**src/rtl/uart_pkg.sv**
```systemverilog
// uart_pkg: shared definitions for the UART transmit engine.
// Holds the one-hot FSM state encodings and the legal parameter ranges.
package uart_pkg;

    // One-hot transmit FSM states; exposed on the debug port as raw bits.
    typedef enum logic [4:0] {
        ST_IDLE   = 5'b00001,
        ST_START  = 5'b00010,
        ST_DATA   = 5'b00100,
        ST_PARITY = 5'b01000,
        ST_STOP   = 5'b10000
    } uart_state_t;

    // Legal parameter ranges for the engine.
    localparam int DATA_BITS_MIN    = 5;
    localparam int DATA_BITS_MAX    = 9;
    localparam int CLKS_PER_BIT_MIN = 2;
    localparam int STOP_BITS_MIN    = 1;
    localparam int STOP_BITS_MAX    = 2;

    // Width of the shared data/stop bit counter (covers up to 9 data bits).
    localparam int BIT_CNT_W = 4;

endpackage

```
**src/rtl/uart_baud_counter.sv**
```systemverilog
// uart_baud_counter: bit-cycle counter for the UART transmitter.
// Counts 0..CLKS_PER_BIT-1 while enabled and pulses bit_end on the last
// cycle of every serial bit; clear holds it at zero.
module uart_baud_counter #(
    parameter int CLKS_PER_BIT = 16
) (
    input  logic clk,
    input  logic rst,
    input  logic clear,
    input  logic enable,
    output logic bit_end
);

    localparam int CNT_W = (CLKS_PER_BIT > 2) ? $clog2(CLKS_PER_BIT) : 1;
    localparam logic [CNT_W-1:0] CNT_MAX = CNT_W'(CLKS_PER_BIT - 1);

    logic [CNT_W-1:0] r_cnt;

    // Free-running wrap counter, held at zero while cleared
    always_ff @(posedge clk or posedge rst) begin
        if (rst) begin
            r_cnt <= '0;
        end else if (clear) begin
            r_cnt <= '0;
        end else if (enable) begin
            r_cnt <= (r_cnt == CNT_MAX) ? '0 : r_cnt + 1'b1;
        end
    end

    assign bit_end = enable && !clear && (r_cnt == CNT_MAX);

endmodule

```
**src/rtl/uart_tx_engine.sv**
```systemverilog
// uart_tx_engine: double-buffered UART transmitter (holding + shift register).
// Optional parity bit is compiled in with the macro UART_TX_PARITY_EN.
// Handshake: a byte is taken on a rising clk edge where tx_valid && tx_ready;
// tx_ready means the holding register is empty; tx_data is sampled only then.
// txd and frame_done are registered, so the line lags the FSM by one cycle.
module uart_tx_engine
    import uart_pkg::*;
#(
    parameter int DATA_BITS    = 8,
    parameter int CLKS_PER_BIT = 16,
    parameter int STOP_BITS    = 1,
    parameter int PARITY_ODD   = 0
) (
    input  logic                 clk,
    input  logic                 rst,
    input  logic [DATA_BITS-1:0] tx_data,
    input  logic                 tx_valid,
    output logic                 tx_ready,
    input  logic                 tx_enable,
    output logic                 txd,
    output logic                 busy,
    output logic                 frame_done,
    output logic [4:0]           o_dbg_state
);

    if (DATA_BITS < DATA_BITS_MIN || DATA_BITS > DATA_BITS_MAX ||
        CLKS_PER_BIT < CLKS_PER_BIT_MIN ||
        STOP_BITS < STOP_BITS_MIN || STOP_BITS > STOP_BITS_MAX) begin : g_bad_params
        $error("uart_tx_engine: parameter outside legal range");
    end

    localparam logic [BIT_CNT_W-1:0] LAST_DATA = BIT_CNT_W'(DATA_BITS - 1);
    localparam logic [BIT_CNT_W-1:0] LAST_STOP = BIT_CNT_W'(STOP_BITS - 1);

    uart_state_t            r_state;
    uart_state_t            w_next_state;
    logic [DATA_BITS-1:0]   r_hold_data;
    logic                   r_hold_full;
    logic [DATA_BITS-1:0]   r_shift;
    logic [BIT_CNT_W-1:0]   r_bit_cnt;
    logic                   r_txd;
    logic                   r_done_d;
    logic                   r_frame_done;
    logic                   w_bit_end;
    logic                   w_start_ok;
    logic                   w_stop_end;
    logic                   w_load;
    logic                   w_accept;
    logic                   w_last_data;
    logic                   w_txd_nxt;

    assign w_accept    = tx_valid && !r_hold_full;
    assign w_start_ok  = r_hold_full && tx_enable;
    assign w_last_data = (r_bit_cnt == LAST_DATA);
    assign w_stop_end  = (r_state == ST_STOP) && w_bit_end && (r_bit_cnt == LAST_STOP);
    assign w_load      = ((r_state == ST_IDLE) || w_stop_end) && w_start_ok;

    uart_baud_counter #(
        .CLKS_PER_BIT (CLKS_PER_BIT)
    ) u_baud (
        .clk     (clk),
        .rst     (rst),
        .clear   (r_state == ST_IDLE),
        .enable  (r_state != ST_IDLE),
        .bit_end (w_bit_end)
    );

    // FSM state register
    always_ff @(posedge clk or posedge rst) begin
        if (rst) begin
            r_state <= ST_IDLE;
        end else begin
            r_state <= w_next_state;
        end
    end

    // FSM next-state logic; STOP chains straight into START when a byte waits
    always_comb begin
        w_next_state = r_state;
        case (r_state)
            ST_IDLE:  if (w_start_ok) w_next_state = ST_START;
            ST_START: if (w_bit_end) w_next_state = ST_DATA;
            ST_DATA: begin
                if (w_bit_end && w_last_data) begin
`ifdef UART_TX_PARITY_EN
                    w_next_state = ST_PARITY;
`else
                    w_next_state = ST_STOP;
`endif
                end
            end
`ifdef UART_TX_PARITY_EN
            ST_PARITY: if (w_bit_end) w_next_state = ST_STOP;
`endif
            ST_STOP:  if (w_stop_end) w_next_state = w_start_ok ? ST_START : ST_IDLE;
            default:  w_next_state = ST_IDLE;
        endcase
    end

    // Holding register: filled on accept, freed when the shifter loads
    always_ff @(posedge clk or posedge rst) begin
        if (rst) begin
            r_hold_full <= 1'b0;
            r_hold_data <= '0;
        end else if (w_load) begin
            r_hold_full <= 1'b0;
        end else if (w_accept) begin
            r_hold_full <= 1'b1;
            r_hold_data <= tx_data;
        end
    end

    // Shift register: LSB is the bit on the line during DATA
    always_ff @(posedge clk or posedge rst) begin
        if (rst) begin
            r_shift <= '0;
        end else if (w_load) begin
            r_shift <= r_hold_data;
        end else if ((r_state == ST_DATA) && w_bit_end) begin
            r_shift <= r_shift >> 1;
        end
    end

    // Bit counter shared by DATA (data bits) and STOP (stop bits)
    always_ff @(posedge clk or posedge rst) begin
        if (rst) begin
            r_bit_cnt <= '0;
        end else if (w_bit_end && (r_state == ST_DATA)) begin
            r_bit_cnt <= w_last_data ? '0 : r_bit_cnt + 1'b1;
        end else if (w_bit_end && (r_state == ST_STOP)) begin
            r_bit_cnt <= (r_bit_cnt == LAST_STOP) ? '0 : r_bit_cnt + 1'b1;
        end
    end

`ifdef UART_TX_PARITY_EN
    logic r_parity;

    // Parity computed once from the byte being loaded into the shifter
    always_ff @(posedge clk or posedge rst) begin
        if (rst) begin
            r_parity <= 1'b0;
        end else if (w_load) begin
            r_parity <= (^r_hold_data) ^ (PARITY_ODD != 0);
        end
    end
`else
    logic w_unused_parity_cfg;
    assign w_unused_parity_cfg = (PARITY_ODD != 0);
`endif

    // FSM output decode: line level for the current state
    always_comb begin
        w_txd_nxt = 1'b1;
        case (r_state)
            ST_START:  w_txd_nxt = 1'b0;
            ST_DATA:   w_txd_nxt = r_shift[0];
`ifdef UART_TX_PARITY_EN
            ST_PARITY: w_txd_nxt = r_parity;
`endif
            default:   w_txd_nxt = 1'b1;
        endcase
    end

    // Registered line and completion pulse; done lands just after the last stop cycle
    always_ff @(posedge clk or posedge rst) begin
        if (rst) begin
            r_txd        <= 1'b1;
            r_done_d     <= 1'b0;
            r_frame_done <= 1'b0;
        end else begin
            r_txd        <= w_txd_nxt;
            r_done_d     <= w_stop_end;
            r_frame_done <= r_done_d;
        end
    end

    assign txd         = r_txd;
    assign frame_done  = r_frame_done;
    assign tx_ready    = !r_hold_full;
    assign busy        = (r_state != ST_IDLE);
    assign o_dbg_state = r_state;

endmodule

```
**config.mk**
```make
export PLATFORM = sky130hd
export DESIGN_NAME = uart_tx_engine
export DESIGN_NICKNAME = d
export VERILOG_FILES = /design/src/rtl/uart_pkg.sv /design/src/rtl/uart_baud_counter.sv /design/src/rtl/uart_tx_engine.sv
export SDC_FILE = /design/constraint.sdc
export NUM_CORES = 1
export LEC_CHECK = 0
export BUFFER_PORTS_ARGS = -buffer_cell sky130_fd_sc_hd__clkbuf_2
export CAP_MARGIN = 30
export CORE_ASPECT_RATIO = 1.25
export CORE_MARGIN = 10
export CORE_UTILIZATION = 40
export DETAILED_ROUTE_END_ITERATION = 10
export GPL_ROUTABILITY_DRIVEN = 0
export PLACE_DENSITY = 0.69
export SLEW_MARGIN = 10
export SYNTH_ARGS = -nofsm -noshare
export SYNTH_HDL_FRONTEND = slang
export SYNTH_SLANG_ARGS = --single-unit
```
**constraint.sdc**
```tcl
create_clock -name clk -period 2.65 [get_ports clk]
set_clock_uncertainty 0.05 [all_clocks]
set_input_delay 0.1325 -clock clk [delete_from_list [all_inputs] [get_ports clk]]
set_output_delay 0.1325 -clock clk [all_outputs]
set_load 0.1 [all_outputs]
```
==> reports/metrics.csv, run 1 <==
metric,value,unit
clock transition time at the flip-flop clock pins of the worst setup and hold paths,0.06,ns
drt initial violations,63,
WL per Instance,13.9,µm
share of synthesized area occupied by flip-flops and latches,0.542,
ANT cells,0,
layout cells sized above 1,0.351,
total negative slack,0,ns
most numerous cell in the Yosys netlist,dfrtp_1,
clock tree from TritonCTS,done,
fillers,338,
number of storage elements in the synthesis netlist,32,
number of instances in the synthesized netlist,125,
proportion of synthesized flip-flops having asynchronous set or reset,1.00,
launch point of the worst reg-to-reg path,o_dbg_state[0],
number of buffers on the longest clock path,2,
met1 global-route usage,0.0950,
wire length of the first global-routing pass,4690,µm
cell depth of the worst min-delay path,2,
Synth-to-Final Area Change,16.3,%
Final Routed Wirelength,2640,µm
HP Class,primary input to flop,
WS Path Type,flop to flop,
"critical path fanouts, max",10,
Max Clk Rate,477,MHz
"Gates resized, CTS repair",0,
clock latency on the worst-skew pair,0.28,ns
antenna violations before repair,0,
total count of hold-check failures in the final report,0,
critical path capture point,r_shift[6],
effective utilization at floorplan,0.418,
Cell Pwr Density,1080,mW/mm²
IO buf count,19,
final setup violation count,0,
status,finished clean,
worst-case register-to-register setup slack,0.55,ns
critical path's slowest cell,dfstp_2,
DRC violation count after routing,0,
gr usage total,0.0944,
startpoint of the tightest hold check path,tx_data[1],
largest net degree at the start of global routing,33,
cell area after technology mapping,0.00148,mm²
post-place instance area,0.00161,mm²
"slowest stage delay, CP",0.61,ns
main area contributors after synthesis,"dfrtp_1 51%, mux2_2 16%, dfstp_2 3.5%",
maxcap violations,0,
crit share post-route,0.791,
transition time of the tightest slew-check pin,0.760,ns
most numerous cell types in the synthesized netlist,"30 x dfrtp_1, 21 x mux2_2, 8 x nand2_1",
Die Span X,74.5,µm
via count,1019,
syn avg cell area,11.9,µm²
number of global-route vias before repair,1079,
cell type with the highest aggregate area in the netlist,dfrtp_1,
count of antenna-violating nets left after detailed routing,0,
"EDFF count, synth",0,
average vias per placed instance,5.36,
endpoint of the lowest-slack register-to-register path,r_shift[6],
total clock buffers created by CTS,5,
boundary pin count,21,
GR Layer Usage met3,0.0476,
"Primary FF master, synth",dfrtp_1,
Yosys Warn Count,0,
vertical extent of the die,88.1,µm
category of the worst setup path capture point,flop,
hpwl dp,1990,µm
syn_nets,140,
final net count,165,
total number of placement rows,24,
total iterations of the first detailed-routing run,4,
setup repair after global routing missed its margin,no,
global-route congestion overflow total,0,
Arrival @ worst endpoint,2.21,ns
core region area,0.00354,mm²
final instance area,0.00172,mm²
Root Driver,clkbuf_8,
start point of the critical path,o_dbg_state[0],
worst hold margin,0.0273,ns
leakage power figure,0.794,nW
headroom to the max-slew limit,0.489,
final critical-path required period,2.10,ns
busiest layer in global routing,met2,
CP Cell Sequence,or4b_1 > a21oi_4 > mux2_2,
met2 track utilization from global routing,0.150,
Clock H-tree levels,2,
die area,0.00656,mm²
Worst setup SP type,flop,
maximum ir drop on the vdd rail,0.423,mV
number of distinct standard cells referenced by the synthesized netlist,33,
cell count of the worst reg-to-reg path,3,
critical path required time,2.77,ns
count of clock tree sinks,32,
number of pins exceeding their max-slew limit in the final report,0,
portion of synthesized cell area occupied by the leading cell type,0.506,
report_power, final:
part	internal [mW]	switching [mW]	total [mW]
combinational	0.253	0.449	0.701
sequential	0.666	0.111	0.777
clock	0.211	0.170	0.382
total	1.13	0.730	1.86
layout by cell type (no fill, tap or decap), types with 2 or more instances in the layout:
cell type,instances
a21oi_1,4
a22o_1,2
and2_1,4
clkbuf_1,2
clkbuf_2,19
clkbuf_8,6
dfrtp_1,30
dfstp_2,2
dlygate4sd3_1,2
ha_1,3
inv_1,7
mux2_2,21
nand2_1,8
nand3_1,4
nor2_1,6
nor2b_1,4
nor4b_2,2
o21ai_0,7
xor2_1,2
kinds of logic (layout without fill, tap and decap cells):
group / after synthesis / in the layout / share of synthesized area
and+or+nand+nor: 37 / 37 / 0.145
DFF: 32 / 32 / 0.542
muxes: 22 / 22 / 0.166
AOI/OAI and AO/OA: 16 / 16 / 0.0700
buffers and inverters: 11 / 37 / 0.0312
adders and majority gates: 3 / 3 / 0.0253
xor gates and xnor gates: 3 / 3 / 0.0177
other: 1 / 1 / 0.00253
worst max-delay path: cells and delay by family, from the launching register on:
kind / cells / cell delay, ns
compound gates: 1 / 0.35
mux: 1 / 0.38
flops: 1 / 0.61
simple gates: 1 / 0.58
worst min-delay path by stage:
stage / endpoint
finish: r_hold_data[1]
floorplan: frame_done
detailed placement: r_hold_data[5]
global placement: r_hold_data[6]
CTS: r_hold_data[1]
global route: r_hold_data[1]
metrics by stage:
step	instances	utilization	setup slack (ns)	total power, mW
global placement	180	0.456	0.600	1.47
floorplan	125	-	0.0559	1.38
detailed placement	180	0.456	0.548	1.50
global route	190	0.487	0.419	1.99
CTS	190	0.487	0.542	1.89
finish	190	0.487	0.554	1.86
final cells by class:
class                      count  area [µm²]  area share
inverter                       7        26.3      0.0152
clock buffer                   8        90.1      0.0522
multi-input combinational     82         633       0.367
tap                           39        48.8      0.0283
timing repair buffer          22         123      0.0711
sequential                    32         803       0.466
sequential cells by signal, indices dropped and copies added (netlist names), 4 cells and up:
name	cells
u_baud.r_cnt	4
r_hold_data	8
r_shift	8
o_dbg_state	4
r_bit_cnt	4
repair_timing:
action | 4_1_cts | 5_1_grt
buffers inserted | 0 | 0
hold buffers | 2 | 0
hold endpoints to repair | 31 | 0
per-layer routing:
metal / part of all wire / vias to the layer above
met3: 0.088 / 9
met1: 0.39 / 496
met5: 0 / -
met2: 0.49 / 36
li1: - / 478
met4: 0.033 / 0
(Power assumes the default switching activity.)
==> inputs of run 2 (changes only) <==
--- a/config.mk
+++ b/config.mk
@@ -12,7 +12,7 @@
 export CORE_UTILIZATION = 40
 export DETAILED_ROUTE_END_ITERATION = 10
 export GPL_ROUTABILITY_DRIVEN = 0
-export PLACE_DENSITY = 0.69
+export PLACE_DENSITY = 0.71
 export SLEW_MARGIN = 10
 export SYNTH_ARGS = -nofsm -noshare
 export SYNTH_HDL_FRONTEND = slang
==> constraint.sdc (replaced) <==
create_clock -name clk -period 1.71 [get_ports clk]
set_clock_uncertainty 0.05 [all_clocks]
set_input_delay 0.0855 -clock clk [delete_from_list [all_inputs] [get_ports clk]]
set_output_delay 0.0855 -clock clk [all_outputs]
set_load 0.1 [all_outputs]
==> reports/metrics.csv, run 2 (synthesis gave the netlist of run 1 again) <==
metric,value,unit,change
transition time of the tightest slew-check pin,0.591,ns,was 0.760 ns
DRC violation count after routing,0,,unchanged
status,finished with violations,,was finished clean
"critical path fanouts, max",5,,was 10
least setup slack across all paths after layout,-0.205,ns,was 0.554 ns
clock tree from TritonCTS,done,,unchanged
WS Path Type,flop to flop,,unchanged
"commonest non-fill, non-tap cells in the layout","27 x dfrtp_1, 22 x buf_4, 19 x mux2_2",,"was 30 x dfrtp_1, 21 x mux2_2, 19 x clkbuf_2"
"slowest stage delay, CP",0.62,ns,was 0.61 ns
Root Driver,clkbuf_8,,unchanged
clock latency on the worst-skew pair,0.28,ns,about the same
Final Instance Count excl. Fillers,228,,was 190
Cell Pwr Density,1600,mW/mm²,was 1080 mW/mm²
HP Class,primary input to flop,,unchanged
Arrival @ worst endpoint,2.03,ns,was 2.21 ns
layout cells sized above 1,0.540,,was 0.351
hpwl dp,2500,µm,was 1990 µm
number of pins exceeding their max-slew limit in the final report,0,,unchanged
total count of hold-check failures in the final report,0,,unchanged
critical path required time,1.83,ns,was 2.77 ns
total number of placement rows,24,,unchanged
total clock buffers created by CTS,5,,unchanged
buffering stage count on the worst path with inverters included,0,,unchanged
leakage power figure,1.02,nW,was 0.794 nW
gr usage total,0.123,,was 0.0944
Worst setup SP type,flop,,unchanged
clock transition time at the flip-flop clock pins of the worst setup and hold paths,0.07,ns,was 0.06 ns
final net count,203,,was 165
maxcap violations,0,,unchanged
fillers,272,,was 338
"number of placed instances, taps included",203,,was 180
core region area,0.00354,mm²,unchanged
total power after layout,3.56,mW,was 1.86 mW
violated checks,negative setup slack,,
worst hold margin,0.155,ns,was 0.0273 ns
antenna violations before repair,0,,unchanged
largest net degree at the start of global routing,21,,was 33
vertical extent of the die,88.1,µm,unchanged
gate family responsible for the most delay along the worst path,flip-flops,,unchanged
boundary pin count,21,,unchanged
Final Routed Wirelength,3640,µm,was 2640 µm
number of buffers on the longest clock path,2,,unchanged
via count,1187,,was 1019
final critical-path required period,1.92,ns,was 2.10 ns
IO buf count,19,,unchanged
Max Clk Rate,522,MHz,was 477 MHz
Clock H-tree levels,2,,unchanged
ANT cells,0,,unchanged
CP Cell Sequence,or4b_4 > a21oi_4 > mux2_2,,was or4b_1 > a21oi_4 > mux2_2
total iterations of the first detailed-routing run,4,,unchanged
number of global-route vias before repair,1355,,was 1079
WL per Instance,15.9,µm,was 13.9 µm
critical path's slowest cell,dfstp_4,,was dfstp_2
average vias per placed instance,5.21,,was 5.36
setup repair after global routing missed its margin,yes,,was no
maximum ir drop on the vdd rail,0.921,mV,was 0.423 mV
count of antenna-violating nets left after detailed routing,0,,unchanged
crit share post-route,1.12,,was 0.791
count of clock tree sinks,32,,unchanged
Synth-to-Final Area Change,49.8,%,was 16.3%
final setup violation count,16,,was 0
category of the worst setup path capture point,flop,,unchanged
"most common cell after layout, fill and taps aside",dfrtp_1,,unchanged
drt initial violations,98,,was 63
Die Span X,74.5,µm,unchanged
global-route congestion overflow total,0,,unchanged
headroom to the max-slew limit,0.605,,was 0.489
largest registers,"r_hold_data (8), r_shift (8)",,unchanged
wire length of the first global-routing pass,6160,µm,was 4690 µm
Setup Slack @ Placement,-0.256,ns,was 0.548 ns
die area,0.00656,mm²,unchanged
effective utilization at floorplan,0.418,,unchanged
[run 2: final timing paths]
path / depth (start not counted) / start / endpoint / slack (ns)
worst max register to register: 3 / o_dbg_state[0] / r_shift[3] / -0.21
worst max-delay path: 3 / o_dbg_state[0] / r_shift[3] / -0.21
min in group asynchronous: 3 / rst / u_baud.r_cnt[2] / 0.35
worst min-delay path: 4 / tx_enable / o_dbg_state[0] / 0.16
max in group asynchronous: 4 / rst / r_shift[7] / 0.75
worst min register to register: 0 / r_done_d / frame_done / 0.31
[run 2: timing repair]
item / in CTS / in global routing
buffers inserted: 4 / 2
gates resized for setup: 22 / 10
cloned: 1 / 0
setup endpoints to repair: 13 / 20
hold buffers: 10 / 0
pin swaps: 5 / 2
endpoints found under the hold margin: 19 / 0
[run 2: worst min-delay path, stage by stage]
cell	delay, ns
clkbuf_2	0.07
nand2_1	0.16
nand2_1	0.10
a21oi_1	0.06
[run 2: layout make-up]
type | instances | area (µm²) | share of cell area
inverter | 7 | 26.3 | 0.0118
timing repair buffer | 59 | 480 | 0.216
clock inverter | 2 | 35.0 | 0.0158
clock buffer | 6 | 72.6 | 0.0327
sequential | 32 | 811 | 0.365
multi-input combinational | 83 | 747 | 0.336
tap | 39 | 48.8 | 0.0220
[run 2: stage by stage]
step / utilization / setup TNS [ns] / area [µm²]
2_1_floorplan: - / -5.92 / 1510
3_3_place_gp: 0.516 / -1.83 / 1830
3_5_place_dp: 0.516 / -2.42 / 1830
4_1_cts: 0.613 / -1.60 / 2170
5_1_grt: 0.627 / -2.50 / 2220
6_report: 0.627 / -1.85 / 2220
[run 2: where the power goes]
part | leakage, nW | switching (mW) | internal [mW] | total [mW]
clock network | 0.0552 | 0.275 | 0.432 | 0.707
registers | 0.396 | 0.171 | 1.04 | 1.21
logic | 0.567 | 0.895 | 0.742 | 1.64
[run 2: metal layers]
layer,GRT usage,vias to the layer above,wire [µm]
met1,0.117,589,1410
met4,0.0655,0,111
met2,0.217,28,1930
met3,0.0544,11,181
met5,0,-,0
li1,-,559,-
==> inputs of run 3 (changes only) <==
--- a/config.mk
+++ b/config.mk
@@ -17,3 +17,4 @@
 export SYNTH_ARGS = -nofsm -noshare
 export SYNTH_HDL_FRONTEND = slang
 export SYNTH_SLANG_ARGS = --single-unit
+export TNS_END_PERCENT = 10
==> reports/metrics.csv, run 3 (synthesis gave the netlist of run 1 again) <==
metric,value,unit,change
leakage power figure,1.01,nW,was 1.02 nW
status,finished with violations,,unchanged
wire length of the first global-routing pass,5820,µm,was 6160 µm
violated checks,negative setup slack,,unchanged
total count of hold-check failures in the final report,0,,unchanged
boundary pin count,21,,unchanged
final instance area,0.00212,mm²,was 0.00222 mm²
total number of placement rows,24,,unchanged
hpwl dp,2350,µm,was 2500 µm
Max Clk Rate,526,MHz,was 522 MHz
number of global-route vias before repair,1311,,was 1355
antenna violations before repair,0,,unchanged
count of antenna-violating nets left after detailed routing,0,,unchanged
Final Routed Wirelength,3220,µm,was 3640 µm
worst-case register-to-register setup slack,-0.19,ns,was -0.21 ns
"commonest non-fill, non-tap cells in the layout","27 x dfrtp_1, 26 x buf_4, 17 x clkbuf_2",,"was 27 x dfrtp_1, 22 x buf_4, 19 x mux2_2"
endpoint of the lowest-slack register-to-register path,r_shift[3],,unchanged
cell count of the worst reg-to-reg path,4,,was 3
count of clock tree sinks,32,,unchanged
launch point of the worst reg-to-reg path,o_dbg_state[0],,unchanged
Arrival @ worst endpoint,2.02,ns,was 2.03 ns
WS Path Type,flop to flop,,unchanged
startpoint of the tightest hold check path,tx_valid,,was tx_enable
final critical-path required period,1.90,ns,was 1.92 ns
final setup violation count,13,,was 16
drt initial violations,85,,was 98
category of the worst setup path capture point,flop,,unchanged
total clock buffers created by CTS,5,,unchanged
effective utilization at floorplan,0.418,,unchanged
cell depth of the worst min-delay path,3,,was 4
clock tree from TritonCTS,done,,unchanged
"most common cell after layout, fill and taps aside",dfrtp_1,,unchanged
critical path required time,1.83,ns,about the same
clock latency on the worst-skew pair,0.28,ns,about the same
total negative slack,-1.84,ns,was -1.85 ns
crit share post-route,1.11,,was 1.12
Cell Pwr Density,1580,mW/mm²,was 1600 mW/mm²
Worst setup SP type,flop,,unchanged
"critical path fanouts, max",5,,unchanged
maximum ir drop on the vdd rail,0.945,mV,was 0.921 mV
hold path endpoint,r_hold_full,,was o_dbg_state[0]
die area,0.00656,mm²,unchanged
least setup slack across all paths after layout,-0.191,ns,was -0.205 ns
WL per Instance,14.3,µm,was 15.9 µm
Synth-to-Final Area Change,42.9,%,was 49.8%
ANT cells,0,,unchanged
largest registers,"r_hold_data (8), r_shift (8)",,unchanged
Clock H-tree levels,2,,unchanged
final net count,200,,was 203
largest net degree at the start of global routing,33,,was 21
number of buffers on the longest clock path,2,,unchanged
Root Driver,clkbuf_8,,unchanged
DRC violation count after routing,0,,unchanged
HP Class,primary input to flop,,unchanged
average vias per placed instance,5.04,,was 5.21
maxcap violations,0,,unchanged
core region area,0.00354,mm²,unchanged
setup repair after global routing missed its margin,yes,,unchanged
transition time of the tightest slew-check pin,0.545,ns,was 0.591 ns
post-place instance area,0.00182,mm²,was 0.00183 mm²
headroom to the max-slew limit,0.638,,was 0.605
gr usage total,0.113,,was 0.123
global-route congestion overflow total,0,,unchanged
layout cells sized above 1,0.495,,was 0.540
clock transition time at the flip-flop clock pins of the worst setup and hold paths,0.07,ns,about the same
IO buf count,19,,unchanged
vertical extent of the die,88.1,µm,unchanged
Die Span X,74.5,µm,unchanged
worst hold margin,0.000267,ns,was 0.155 ns
via count,1134,,was 1187
number of pins exceeding their max-slew limit in the final report,0,,unchanged
total iterations of the first detailed-routing run,4,,unchanged
-- run 3: cell count changes in the layout (fill, tap and decap cells not counted), sizes merged --
cell         delta
a21oi           -1
clkinv          +1
buf             -1
bufinv          -1
dlygate4sd3     -1
-- run 3: worst max path at each step --
stage / from / slack [ns] / end
2_1_floorplan: o_dbg_state[0] / -0.61 / r_shift[0]
3_3_place_gp: o_dbg_state[0] / -0.24 / r_shift[5]
3_5_place_dp: o_dbg_state[0] / -0.30 / r_shift[1]
4_1_cts: o_dbg_state[0] / -0.18 / busy
5_1_grt: o_dbg_state[0] / -0.24 / r_shift[3]
6_report: o_dbg_state[0] / -0.19 / r_shift[3]
-- run 3: routing by layer --
metal  part of all wire  vias to the layer above  GRT usage
li1                   -                      551          -
met1               0.41                      553      0.123
met2               0.51                       24      0.189
met3              0.056                        6     0.0476
met4              0.021                        0     0.0431
met5                  0                        -          0
-- run 3: cell type report --
type	instances	area, µm²
clock buffer	6	82.6
timing repair buffer	57	435
inverter	7	26.3
tap	39	48.8
clock inverter	2	10.0
fill	305	1430
multi-input combinational	82	704
sequential	32	811
-- run 3: what timing repair did --
action,CTS,global route
setup endpoints to repair,14,14
hold buffers,9,0
setup buffers,4,1
endpoints found under the hold margin,38,0
resized for setup,14,6
pin swaps,1,5
-- run 3: per-stage QoR --
stage / total power, mW / cells / setup WS, ns / util
finish: 3.35 / 225 / -0.191 / 0.598
global placement: 2.50 / 203 / -0.242 / 0.512
floorplan: 2.22 / 125 / -0.607 / -
global route: 3.55 / 225 / -0.236 / 0.598
detailed placement: 2.57 / 203 / -0.296 / 0.512
CTS: 3.37 / 224 / -0.175 / 0.587
-- run 3: power by group --
group | leakage [nW] | switching [mW] | internal [mW]
registers | 0.396 | 0.167 | 1.04
clock network | 0.0510 | 0.276 | 0.321
logic | 0.559 | 0.823 | 0.718
-- run 3: worst max-delay path: stages, from the launching register on --
cell and delay, ns:
dfstp_4 0.64, or4b_4 0.49, a21oi_4 0.17, buf_6 0.15, mux2_4 0.30
